### config.mk
export PLATFORM = sky130hd
export DESIGN_NAME = regfile_wb_arbiter_flat
export DESIGN_NICKNAME = d
export VERILOG_FILES = /design/src/rtl/regfile_wb_arbiter_if.sv /design/src/rtl/regfile_wb_arbiter.sv /design/src/flat_wrapper.sv
export SDC_FILE = /design/constraint.sdc
export NUM_CORES = 1
export LEC_CHECK = 0
export ABC_AREA = 1
export BUFFER_PORTS_ARGS = -buffer_cell sky130_fd_sc_hd__buf_2
export CORE_MARGIN = 8
export CORE_UTILIZATION = 55
export DETAILED_ROUTE_END_ITERATION = 16
export GPL_ROUTABILITY_DRIVEN = 0
export PLACE_DENSITY = 0.76
export REMOVE_ABC_BUFFERS = 1
export SETUP_SLACK_MARGIN = 0.2
export SYNTH_ARGS = -nofsm -noshare
export SYNTH_HDL_FRONTEND = slang
export SYNTH_SLANG_ARGS = --single-unit
### constraint.sdc
create_clock -name clk -period 6.7 [get_ports clk]
set_clock_uncertainty 0.1 [all_clocks]
set_input_delay 1.675 -clock clk [delete_from_list [all_inputs] [get_ports clk]]
set_output_delay 1.675 -clock clk [all_outputs]
set_load 0.03 [all_outputs]
### src/rtl/regfile_wb_arbiter_if.sv
// Write-port bus of the register-file write-back arbiter: pipeline write, secondary
// valid/ready producer, regfile write port, forwarding lookup and FIFO occupancy.
interface regfile_wb_arbiter_if #(
    parameter int DEPTH = 4
);
    localparam int CW = $clog2(DEPTH) + 1;

    logic          p_we;
    logic [4:0]    p_waddr;
    logic [31:0]   p_wdata;
    logic          s_valid;
    logic          s_ready;
    logic [4:0]    s_waddr;
    logic [31:0]   s_wdata;
    logic          rf_we;
    logic [4:0]    rf_waddr;
    logic [31:0]   rf_wdata;
    logic [4:0]    fwd_raddr;
    logic          fwd_hit;
    logic [31:0]   fwd_data;
    logic [CW-1:0] pending;

    modport master (
        output p_we, p_waddr, p_wdata, s_valid, s_waddr, s_wdata, fwd_raddr,
        input  s_ready, rf_we, rf_waddr, rf_wdata, fwd_hit, fwd_data, pending
    );

    modport slave (
        input  p_we, p_waddr, p_wdata, s_valid, s_waddr, s_wdata, fwd_raddr,
        output s_ready, rf_we, rf_waddr, rf_wdata, fwd_hit, fwd_data, pending
    );
endinterface

### src/rtl/regfile_wb_arbiter.sv
// Owns the regfile write port: pipeline writes win (1 cycle), secondary results queue in a
// DEPTH-entry FIFO (>=1 cycle); s_ready drops only when the FIFO is full.
module regfile_wb_arbiter #(
    parameter int DEPTH = 4
) (
    input  logic                 clk,
    input  logic                 rst,
    regfile_wb_arbiter_if.slave  bus
);
    localparam int AW = $clog2(DEPTH);
    localparam int CW = AW + 1;

    typedef struct packed {
        logic [4:0]  waddr;
        logic [31:0] wdata;
    } ent_t;

    ent_t             mem_q [DEPTH];
    logic [DEPTH-1:0] live_q, live_d;
    logic [AW-1:0]    head_q, head_d;
    logic [AW-1:0]    tail_q, tail_d;
    logic [CW-1:0]    count_q, count_d;
    logic             rf_we_q, rf_we_d;
    logic [4:0]       rf_waddr_q, rf_waddr_d;
    logic [31:0]      rf_wdata_q, rf_wdata_d;
    logic             p_act, push, pop;
    logic [AW-1:0]    fwd_idx;
    logic             fwd_hit;
    logic [31:0]      fwd_data;

    assign p_act       = bus.p_we && (bus.p_waddr != 5'd0);
    assign bus.s_ready = !rst && (count_q < CW'(DEPTH));
    // Writes to r0 complete the handshake but never occupy a slot.
    assign push        = bus.s_valid && bus.s_ready && (bus.s_waddr != 5'd0);
    assign pop         = !p_act && (count_q != '0);

    always_comb begin
        live_d     = live_q;
        head_d     = head_q;
        tail_d     = tail_q;
        count_d    = count_q;
        rf_we_d    = 1'b0;
        rf_waddr_d = rf_waddr_q;
        rf_wdata_d = rf_wdata_q;
        if (p_act) begin
            // A pipeline write makes every older queued result for that register stale.
            for (int i = 0; i < DEPTH; i++) begin
                if (mem_q[i].waddr == bus.p_waddr) begin
                    live_d[i] = 1'b0;
                end
            end
            rf_we_d    = 1'b1;
            rf_waddr_d = bus.p_waddr;
            rf_wdata_d = bus.p_wdata;
        end else if (pop) begin
            rf_we_d         = live_q[head_q];
            rf_waddr_d      = mem_q[head_q].waddr;
            rf_wdata_d      = mem_q[head_q].wdata;
            live_d[head_q]  = 1'b0;
            head_d          = head_q + AW'(1);
        end
        // Applied after the kill so a same-cycle enqueue counts as newer.
        if (push) begin
            live_d[tail_q] = 1'b1;
            tail_d         = tail_q + AW'(1);
        end
        case ({push, pop})
            2'b10:   count_d = count_q + CW'(1);
            2'b01:   count_d = count_q - CW'(1);
            default: count_d = count_q;
        endcase
    end

    always_ff @(posedge clk or posedge rst) begin
        if (rst) begin
            live_q     <= '0;
            head_q     <= '0;
            tail_q     <= '0;
            count_q    <= '0;
            rf_we_q    <= 1'b0;
            rf_waddr_q <= '0;
            rf_wdata_q <= '0;
        end else begin
            live_q     <= live_d;
            head_q     <= head_d;
            tail_q     <= tail_d;
            count_q    <= count_d;
            rf_we_q    <= rf_we_d;
            rf_waddr_q <= rf_waddr_d;
            rf_wdata_q <= rf_wdata_d;
        end
    end

    always_ff @(posedge clk) begin
        if (push) begin
            mem_q[tail_q] <= '{waddr: bus.s_waddr, wdata: bus.s_wdata};
        end
    end

    // Scan oldest to youngest so the youngest live match is the one left standing.
    always_comb begin
        fwd_hit  = 1'b0;
        fwd_data = '0;
        fwd_idx  = '0;
        if (bus.fwd_raddr != 5'd0) begin
            if (rf_we_q && (rf_waddr_q == bus.fwd_raddr)) begin
                fwd_hit  = 1'b1;
                fwd_data = rf_wdata_q;
            end
            for (int k = 0; k < DEPTH; k++) begin
                fwd_idx = head_q + AW'(k);
                if (live_q[fwd_idx] && (mem_q[fwd_idx].waddr == bus.fwd_raddr)) begin
                    fwd_hit  = 1'b1;
                    fwd_data = mem_q[fwd_idx].wdata;
                end
            end
        end
    end

    assign bus.rf_we    = rf_we_q;
    assign bus.rf_waddr = rf_waddr_q;
    assign bus.rf_wdata = rf_wdata_q;
    assign bus.fwd_hit  = fwd_hit;
    assign bus.fwd_data = fwd_data;
    assign bus.pending  = count_q;
endmodule

### src/flat_wrapper.sv
// flat-port wrapper written by rule: the top's interface ports become plain ports
module regfile_wb_arbiter_flat 
#(
    parameter int DEPTH = 4
)
  (clk, rst, bus_p_we, bus_p_waddr, bus_p_wdata, bus_s_valid, bus_s_waddr, bus_s_wdata, bus_fwd_raddr, bus_s_ready, bus_rf_we, bus_rf_waddr, bus_rf_wdata, bus_fwd_hit, bus_fwd_data, bus_pending);
  regfile_wb_arbiter_if #(.DEPTH(DEPTH)) bus_i ();
  input  logic clk;
  input  logic rst;
  input wire logic [$bits(bus_i.p_we)-1:0] bus_p_we;
  input wire logic [$bits(bus_i.p_waddr)-1:0] bus_p_waddr;
  input wire logic [$bits(bus_i.p_wdata)-1:0] bus_p_wdata;
  input wire logic [$bits(bus_i.s_valid)-1:0] bus_s_valid;
  input wire logic [$bits(bus_i.s_waddr)-1:0] bus_s_waddr;
  input wire logic [$bits(bus_i.s_wdata)-1:0] bus_s_wdata;
  input wire logic [$bits(bus_i.fwd_raddr)-1:0] bus_fwd_raddr;
  output wire logic [$bits(bus_i.s_ready)-1:0] bus_s_ready;
  output wire logic [$bits(bus_i.rf_we)-1:0] bus_rf_we;
  output wire logic [$bits(bus_i.rf_waddr)-1:0] bus_rf_waddr;
  output wire logic [$bits(bus_i.rf_wdata)-1:0] bus_rf_wdata;
  output wire logic [$bits(bus_i.fwd_hit)-1:0] bus_fwd_hit;
  output wire logic [$bits(bus_i.fwd_data)-1:0] bus_fwd_data;
  output wire logic [$bits(bus_i.pending)-1:0] bus_pending;
  assign bus_i.p_we = bus_p_we;
  assign bus_i.p_waddr = bus_p_waddr;
  assign bus_i.p_wdata = bus_p_wdata;
  assign bus_i.s_valid = bus_s_valid;
  assign bus_i.s_waddr = bus_s_waddr;
  assign bus_i.s_wdata = bus_s_wdata;
  assign bus_i.fwd_raddr = bus_fwd_raddr;
  assign bus_s_ready = bus_i.s_ready;
  assign bus_rf_we = bus_i.rf_we;
  assign bus_rf_waddr = bus_i.rf_waddr;
  assign bus_rf_wdata = bus_i.rf_wdata;
  assign bus_fwd_hit = bus_i.fwd_hit;
  assign bus_fwd_data = bus_i.fwd_data;
  assign bus_pending = bus_i.pending;
  regfile_wb_arbiter #(.DEPTH(DEPTH)) u_core (.clk(clk), .rst(rst), .bus(bus_i));
endmodule
# Word level (Yosys, flattened, before mapping)
# Memories as Yosys holds them, arrays and structs flattened.
# Index checks and enable logic that the tools add are counted.
[classes]
n_addsub = 6
muxes = 40
order_cmp = 8
bitwise = 4
eq_ne = 11
n_reduce_logical = 21
[ops]
columns = ["op", "n"]
rows = [
  ["$mux W32", 8],
  ["$eq A5 B5 Y1", 9],
  ["$mux W1", 20],
  ["$lt A2 B3 Y1 const B", 5],
  ["$reduce_bool A5 Y1", 3],
  ["$logic_and A1 B1 Y1", 12],
  ["$mux W4", 3],
  ["$mux W5", 2],
  ["$bmux W1 S2", 4],
  ["$pmux W3 S2", 1],
  ["$add A2 B1 Y2 const B", 2],
  ["$add A2 B2 Y2 const B", 2],
  ["$and A4 B4 Y4", 1],
  ["$demux W1 S2", 2],
  ["$ge A2 B1 Y1 const B", 2],
  ["$not A4 Y4", 1],
  ["$or A4 B4 Y4", 1],
  ["$reduce_bool A2 Y1", 2],
  ["$add A3 B1 Y3 const B", 1],
  ["$lt A3 B3 Y1 const B", 1],
  ["$reduce_bool A3 Y1", 1],
  ["$sub A3 B1 Y3 const B", 1],
  ["$eq A2 B1 Y1 const B", 1],
  ["$eq A2 B2 Y1 const B", 1],
  ["other kinds (3)", 4],
]
[word_totals]
in_bits = 83
regBits = 49
ramBits = 148
n_memories = 1
out_inout_bits = 75
wordCells = 98
[memory_table]
columns = ["name", "depth", "word_bits", "read_ports", "rd_clocked_by_memory_dff", "write_ports", "line", "text"]
rows = [
  ["u_core.mem_q", 4, 37, 8, 0, 1, "regfile_wb_arbiter.sv:18", "ent_t mem_q [DEPTH];"],
]

# Logic depth before layout (Yosys ltp)
# Gate-level depths: netlist (run 1).
[logic_depth]
ltp_word = 10
ltp_mapped = 19
mapped_depth_nobuf = 13

# Worst setup path after synthesis (run 1)
# OpenSTA, ideal clock, no wires.
[synth_path]
path_type = "input to output"
start = "input port bus_fwd_raddr[3]"
end = "output port bus_fwd_data[14]"
t_arrival_ps = 3369
path_slack_ps = 1556
stages = 12
path_buffers = 2
required_ps = 4925
path_cell_list = "clkbuf_1 > inv_1 > nand2_1 > nand2_1 > nor2_1 > nand3_1 > clkbuf_1 > nor2_1 > nand2_1 > o211ai_1 > nand2_1 > a21oi_1"
[synth_via]
elab_chain_len = 8
word_cells_on_any_way = 17
classes_between = "eq/ne: 5; mux: 6; reduce/logical: 6"
[synth_lines]
columns = ["element", "line", "text"]
rows = [
  ["from (decl)", "flat_wrapper.sv:16", "input wire logic [$bits(bus_i.fwd_raddr)-1:0] bus_fwd_raddr;"],
  ["$eq A5 B5 Y1", "regfile_wb_arbiter.sv:106", "if (rf_we_q && (rf_waddr_q == bus.fwd_raddr)) begin"],
  ["$logic_and A1 B1 Y1", "regfile_wb_arbiter.sv:106", ""],
  ["$mux W32", "regfile_wb_arbiter.sv:106", ""],
  ["$mux W32 (4 in a row)", "regfile_wb_arbiter.sv:112", "if (live_q[fwd_idx] && (mem_q[fwd_idx].waddr == bus.fwd_raddr)) begin"],
  ["$mux W32 *", "regfile_wb_arbiter.sv:105", "if (bus.fwd_raddr != 5'd0) begin"],
  ["to (decl)", "flat_wrapper.sv:22", "output wire logic [$bits(bus_i.fwd_data)-1:0] bus_fwd_data;"],
]
# Mark *: on every way between the ends. The rest lies on a longest branch, timed or not.

# Worst setup path in the final report (run 1)
[layout_path]
start = "register u_core.head_q[0]"
end = "output port bus_fwd_data[14]"
[layout_via]
elab_chain_len = 8
word_cells_on_any_way = 25
classes_between = "add/sub: 3; eq/ne: 4; mux: 13; reduce/logical: 4; memory: 1"
[layout_lines]
columns = ["element", "line", "text"]
rows = [
  ["from (decl)", "regfile_wb_arbiter.sv:20", "logic [AW-1:0] head_q, head_d;"],
  ["from (signal assigned)", "regfile_wb_arbiter.sv:77", "head_q <= '0;"],
  ["from (signal assigned)", "regfile_wb_arbiter.sv:85", "head_q <= head_d;"],
  ["$add A2 B1 Y2 (tied with other cells)", "regfile_wb_arbiter.sv:111", "fwd_idx = head_q + AW'(k);"],
  ["$mem_v2 Z4 W37 (tied with other cells)", "--", ""],
  ["$eq A5 B5 Y1 (tied with other cells)", "regfile_wb_arbiter.sv:112", ""],
  ["$logic_and A1 B1 Y1 or $mux W32 (tied branches)", "regfile_wb_arbiter.sv:112", ""],
  ["$mux W32 (2 in a row)", "regfile_wb_arbiter.sv:112", ""],
  ["$mux W32 *", "regfile_wb_arbiter.sv:112", ""],
  ["$mux W32 *", "regfile_wb_arbiter.sv:105", ""],
]
# Mark *: on every way between the ends. The rest lies on a longest branch, timed or not. The select of a mux whose other input is x is not followed.

==> results of run 1 <==
## power by group through the flow
stage          Clock, W  Sequential (W)  Combinational [W]
2_1_floorplan         0         0.00198            0.00231
3_3_place_gp          0         0.00165            0.00358
3_5_place_dp          0         0.00166            0.00363
4_1_cts         0.00104         0.00163            0.00366
5_1_grt         0.00108         0.00165            0.00412
6_report        0.00103         0.00163            0.00369
## stage by stage
| step | worst slack, ns | utilization | TNS (ns) |
|---|---|---|---|
| global placement | 1.041 | 0.5977 | 0 |
| detailed placement | 0.9532 | 0.5977 | 0 |
| floorplan | -2.968 | - | -96.69 |
| global route | 0.5830 | 0.6233 | 0 |
| finish | 0.8141 | 0.6233 | 0 |
| CTS | 0.8732 | 0.6233 | 0 |
## cell families after synthesis
group	Yosys count	share of synthesized area
muxes	6	0.004733
adders and majority gates	10	0.01045
DFF	197	0.4468
buffers and inverters	286	0.09543
AOI/OAI and AO/OA	374	0.1625
and+or+nand+nor	833	0.2622
xor gates and xnor gates	26	0.01794
## area by class of cell
class | count | area share
clock inverter | 14 | 0.01064
inverter | 170 | 0.04575
clock buffer | 18 | 0.03041
timing repair buffer | 185 | 0.07058
multi-input combinational | 1249 | 0.4152
sequential | 197 | 0.4021
tap | 285 | 0.02527
## cell usage in the layout (no fill, tap or decap), types with 3 or more instances in the layout
master,synthesis,final
buf_2,48,157
edfxtp_1,148,148
nor3_1,6,6
xor2_1,12,12
inv_2,6,5
xnor2_1,14,14
nand2_1,541,541
nand3_2,5,8
mux2i_1,6,6
o211ai_1,35,35
nand3_1,86,83
dfrtp_1,49,48
o221ai_1,17,17
nor2_4,1,6
inv_1,162,161
nor2_2,5,4
inv_6,1,4
clkinv_2,0,4
clkinv_1,1,3
o21ai_1,10,10
clkbuf_16,0,17
buf_4,7,28
nor2_1,177,173
ha_1,9,9
a21oi_1,42,42
o21ai_0,257,257
nand4_1,7,7
o22ai_1,6,6
## per-layer routing
metal / part of all wire / vias up / track usage
li1: - / 5862 / -
met1: 0.42 / 5444 / 0.3277
met2: 0.46 / 553 / 0.4101
met3: 0.094 / 66 / 0.05847
met4: 0.021 / 6 / 0.09123
met5: 0.00092 / - / 0
## registers in the layout, summed over array words and instances, names as in the netlist
register	count
u_core.head_q	2
u_core.bus.rf_wdata	32
u_core.tail_q	2
u_core.bus.rf_we	1
u_core.live_q	4
u_core.mem_q	148
u_core.bus.rf_waddr	5
u_core.bus.pending	3
## critical path, delay by kind of cell (launching register included)
family / cells / cell delay, ns
buffers and inverters: 6 / 1.85
and+or+nand+nor: 4 / 0.67
DFF: 1 / 0.44
adders and majority gates: 1 / 0.27
AOI/OAI and AO/OA: 3 / 0.44
## path summary, 6_finish.rpt
kind	from	end	slack (ns)	depth (start not counted)
hold / removal	u_core.bus.pending[0]	u_core.bus.pending[0]	0.42	1
setup / recovery	u_core.head_q[0]	bus_fwd_data[14]	0.81	14
hold reg to reg	u_core.bus.pending[0]	u_core.bus.pending[0]	0.42	1
setup reg to reg	u_core.head_q[0]	u_core.bus.rf_wdata[21]	3.65	7
max in group asynchronous	rst	u_core.head_q[0]	4.59	3
min in group asynchronous	rst	u_core.bus.pending[2]	1.35	3
==> impl_results.md, run 1 <==
* Number of unique standard cell types used by synthesis at 42
* Layout cells sized above 1 at 0.1342
* Comb pwr share at 0.580
* Area Overhead vs Synth at 11.19%
* Clock network power share at 0.163
* Largest cells by area after synthesis: edfxtp_1, nand2_1, o21ai_0, dfrtp_1, nor2_1
* Run status: finished clean
* Worst slew pin tran at 0.9873 ns
* Design area at 14,110 um^2
* Dpl cells at 2,086
* Lkg Pwr at 6.390 nW
* Register area at 5674 um^2
* Largest net degree at the start of global routing at 110
* Clock slew at reported path FFs at 0.07 ns
* Finished Layout Cells at 2,118
* Slowest cell delay on critical path at 0.53 ns
* Final hold vios at 0
* Initial Util at 0.5605
* Initial DRC Count at 1,059
* Multi-input logic area at 5859 um^2
* Most numerous cell in the Yosys netlist: nand2_1
* CP Cell Sequence: inv_6 -> ha_1 -> buf_4 -> clkinv_2 -> nand3_1 -> a21oi_1 -> a21o_1 -> nor2_1 -> nand3_2 -> inv_2 -> buf_4 -> nor2_1 -> a21oi_1 -> buf_2
* RSZ-0062 raised after global routing: no
* Slew headroom at 0.3410
* Mapped Avg Cell Area at 7.327 um^2
* Core area at 22,640 um^2
* Chip width at 167.9 um
* Net Sw Frac at 0.5099
* Post-cts sizing count at 0
* Drt via density at 5.633
* I/O Buffers at 157
* CTS H-tree depth at 4
* Buffer levels on the longest clock path at 2
* Worst hold path class: register to register
* Power Total at 0.006354 W
* HPWL Detailed at 23,630 um
* Number of flops mapped to enable cells by yosys at 148
* Cell accounting for the most synthesized area: edfxtp_1
* Worst skew pair latency at 0.44 ns
* Synth Warn # at 0
* Top FF cell, synth: edfxtp_1
* FMAX at 0.1699 GHz
* Hold Worst Slack at 0.4159 ns
* P_int at 0.003114 W
* Initial antenna violation count at 3
* Worst Path Max Fanout at 38
* Buffer count from post-CTS setup fixing at 0
* Seq/Total Area, Yosys at 0.4468
* Worst Path Arrival at 4.11 ns
* All-Layer GR Usage at 0.2532
* DRT Wirelength at 36,070 um
* First-pass GRT wire length at 57,530 um
* Rows at 55
* Critical path class: register to primary output
* CTS tree: built
* DRC viols at 0
* Count of final setup violators at 0
* Asr flop ratio synth at 0.2487
* Worst vdd ir at 0.2753 mV
* Synth top area share at 0.3502
* Num CTS Buffers at 17
* Number of global-route vias before repair at 11.30k
* CP Launch Type: register
* Tcrit/Tclk final at 0.8785
* Critical path capture point type: primary output
* Max Slew Vio Count at 0
* Post-Synthesis Cell Area at 12,690 um^2
* Final min period at 5.886 ns
* Post-synth top cells: nand2_1, o21ai_0, nor2_1, inv_1, edfxtp_1
* Seq cells post-synth at 197
* I/O pins at 158
* Worst path slowest cell: inv_2
* Syn Inst Count at 1,732
* N_diodes at 0
* Die H at 167.9 um
* DR WL/cell at 17.03 um
* Filler instances at 1,989
* Drt pass-1 iters at 6
* Layout Nets at 1,913
* P_sw at 0.003239 W
* Clk sinks at 197
* Root Driver: clkbuf_16
* Maxcap violations at 0
* Hold_buf cts at 0
* Critical Path RT at 4.93 ns
* Routed Antenna Nets at 0
* Die ar. at 28,190 um^2
* Remaining Overflow, GRT at 0
* Sequential Power Share at 0.257
* PD cells at 450.3 nW/um^2
* Via count at 11.93k
* Placed Area at 13,530 um^2
No activity file was read; power rests on OpenSTA's default activity.
==> inputs of run 2 (changes only) <==
--- a/config.mk
+++ b/config.mk
@@ -6,5 +6,4 @@
 export NUM_CORES = 1
 export LEC_CHECK = 0
-export ABC_AREA = 1
 export BUFFER_PORTS_ARGS = -buffer_cell sky130_fd_sc_hd__buf_2
 export CORE_MARGIN = 8
==> constraint.sdc (replaced) <==
create_clock -name clk -period 6.7 [get_ports clk]
set_clock_uncertainty 0.1 [all_clocks]
set_input_delay 0.335 -clock clk [delete_from_list [all_inputs] [get_ports clk]]
set_output_delay 0.335 -clock clk [all_outputs]
set_load 0.03 [all_outputs]
==> run 2 against run 1 <==
  * Routed wire length down 12%
  * Cell count down 32%
  * Fmax up 9.2%
  * Utilization up 2.3 points
  * Sequential share of layout area up 0.059 points
  * Flip-flop and latch count unchanged
  * Critical path depth down 4
  * Clock-buffer cell count unchanged
  * Non-clock buffer count up 24
  * Synthesized area down 3.5%
==> impl_results.md, run 2 <==
* Seq cells post-synth at 197
* Drt via density at 6.315
* Mapped Avg Cell Area at 12.26 um^2
* DR WL/cell at 22.19 um
* I/O pins at 158
* Routed Antenna Nets at 0
* Reg2Reg Setup Slack at 3.73 ns
* Post-cts sizing count at 0
* Synth Area in Compound Gates at 0.1288
* Syn Inst Count at 999
* Comb pwr share at 0.521
* Layout cells sized above 1 at 0.3122
* CTS H-tree depth at 4
* Final core utilization at 0.6461
* Asr flop ratio synth at 0.2487
* Synth Warn # at 0
* Most numerous cell in the Yosys netlist: edfxtp_1
* Initial DRC Count at 792
* Setup crit end: bus_fwd_data[12]
* Remaining Overflow, GRT at 0
* Sequential Power Share at 0.301
* Most frequent cells in the layout: buf_2, edfxtp_1, mux2i_1
* Worst hold path class: input pin to register
* Post-Synthesis Cell Area at 12,250 um^2
* HPWL Detailed at 19,900 um
* Number of global-route vias before repair at 9,134
* Root Driver: clkbuf_16
* DR top layer: met5
* Net Sw Frac at 0.4041
* Layout Nets at 1,230
* Adder-cell share of the synthesized area at 0.01083
* Via count at 9,037
* Number of flops mapped to enable cells by yosys at 148
* Worst skew pair latency at 0.43 ns
* Buffer count from post-CTS setup fixing at 0
* Synth Area in XOR/XNOR at 0.03576
* CTS tree: built
* Biggest register: u_core.mem_q
* Post-synth top cells: edfxtp_1, mux2i_1, mux4_2, nor2_1, a21oi_1
* Rows at 54
* Die H at 165.2 um
* First-pass GRT wire length at 49,280 um
* Final min period at 5.392 ns
* Num CTS Buffers at 17
* Maxcap violations at 0
* Hold_buf cts at 38
* Critical path capture point type: primary output
* Metal3 WL at 2156 um
* DRC viols at 0
* Slew headroom at 0.3163
* FF-to-FF End: u_core.bus.pending[2]
* Initial antenna violation count at 2
* Post-Synth Simple-Gate Area at 0.08981
* Run status: finished clean
* Main combinational cell family by area after synthesis: multiplexers
* RSZ-0062 raised after global routing: no
* Drt pass-1 iters at 5
* Tcrit/Tclk final at 0.8047
* P_sw at 0.002288 W
* Worst vdd ir at 0.5161 mV
* FMAX at 0.1855 GHz
* DR WL met2 at 15,880 um
* Final hold vios at 0
* All-Layer GR Usage at 0.2336
* CP Launch Type: register
* Worst slew pin tran at 1.025 ns
* Top FF cell, synth: edfxtp_1
* Largest cells by area after synthesis: edfxtp_1, mux4_2, dfrtp_1, mux2i_1, a21oi_1
* Wire length on met1 at 13,030 um
* Lkg Pwr at 5.199 nW
* Max FFs per register at 148
* Worst Path Max Fanout at 73
* Clk sinks at 197
* Mux share of post-synthesis cell area at 0.2342
* Area Overhead vs Synth at 15.14%
* Clock slew at reported path FFs at 0.07 ns
* Worst Path Arrival at 4.96 ns
* R2r worst-path depth at 9
* Power Total at 0.005662 W
* PD cells at 401.6 nW/um^2
* Clock network power share at 0.178
* Synth top area share at 0.3629
* DRT Wirelength at 31,750 um
* Max Slew Vio Count at 0
* Buffer levels on the longest clock path at 2
* Cell accounting for the most synthesized area: edfxtp_1
* Chip width at 165.2 um
* Crit path from: u_core.head_q[1]
* Critical path class: register to primary output
* Initial Util at 0.5611
* P_int at 0.003374 W
* Critical Path RT at 6.26 ns
* Largest net degree at the start of global routing at 160
* Seq/Total Area, Yosys at 0.4631
* Core area at 21,820 um^2
* Number of unique standard cell types used by synthesis at 50
* Die ar. at 27,300 um^2
* I/O Buffers at 157
* Worst r2r src: u_core.bus.pending[2]
* Commonest non-fill, non-tap cell in the layout: buf_2
* Filler instances at 1,642
* Count of final setup violators at 0
==> run 2: worst min path at each step <==
stage / from / endpoint / slack [ns] / cells after the start
after global routing: bus_s_wdata[22] / u_core.mem_q[0][22] / 0.004 / 1
after detailed placement: u_core.bus.pending[0] / u_core.bus.pending[0] / 0.42 / 1
final: bus_s_wdata[19] / u_core.mem_q[0][19] / 0.01 / 1
after global placement: u_core.bus.pending[0] / u_core.bus.pending[0] / 0.42 / 1
after floorplan: bus_s_wdata[0] / u_core.mem_q[0][0] / 0.33 / 0
after CTS: bus_s_wdata[22] / u_core.mem_q[2][22] / 0.00002 / 1
==> run 2: power groups by stage <==
stage	clock network (W)	registers [W]	logic (W)
6_report	0.00101	0.00170	0.00295
5_1_grt	0.00106	0.00173	0.00318
4_1_cts	0.00102	0.00170	0.00296
3_5_place_dp	0	0.00173	0.00292
3_3_place_gp	0	0.00171	0.00287
2_1_floorplan	0	0.00208	0.00213
==> run 2: area by class of cell <==
type,count,area (um^2),area share
clock buffers,18,429.2,0.03044
clock inverters,14,138.9,0.009850
inverters,11,41.29,0.002928
multi-input cells,701,6176,0.4380
repair buffers,209,1284,0.09105
diodes,1,2.502,0.0001775
flip-flops and latches,197,5678,0.4027
well taps,280,350.3,0.02485
==> run 2: layer usage <==
layer	global-route usage	up-vias
met3	0.04115	45
met5	0	-
met1	0.2965	4532
met4	0.07699	2
li1	-	4118
met2	0.3991	340
==> run 2: cells by family (layout without fill, tap and decap cells) <==
logic type	count (synthesis)	count (layout)
compound gates	225	225
xor+xnor	50	50
fa+ha+maj	10	10
buf+inv	101	252
flops	197	197
mux	190	190
other cells	0	1
simple gates	226	226
==> run 2: stage by stage <==
step	hold slack [ns]	setup slack (ns)	instances	TNS [ns]	cell area, um^2
2_1_floorplan	0.3339	-3.785	909	-121.14	11830
3_3_place_gp	0.4221	1.941	1360	0	13150
3_5_place_dp	0.4217	1.777	1360	0	13150
4_1_cts	0.00002279	1.316	1430	0	14100
5_1_grt	0.003778	1.080	1431	0	14100
6_report	0.01415	1.308	1431	0	14100
==> run 2: critical path, stage by stage (launching register included) <==
cell and delay (ns):
dfrtp_4 0.81, inv_1 0.22, ha_4 0.99, mux4_2 0.62
xnor2_1 0.15, o2111a_2 0.62, buf_4 0.37, a221o_1 0.16
nand3_1 0.09, a21oi_2 0.22, buf_2 0.23
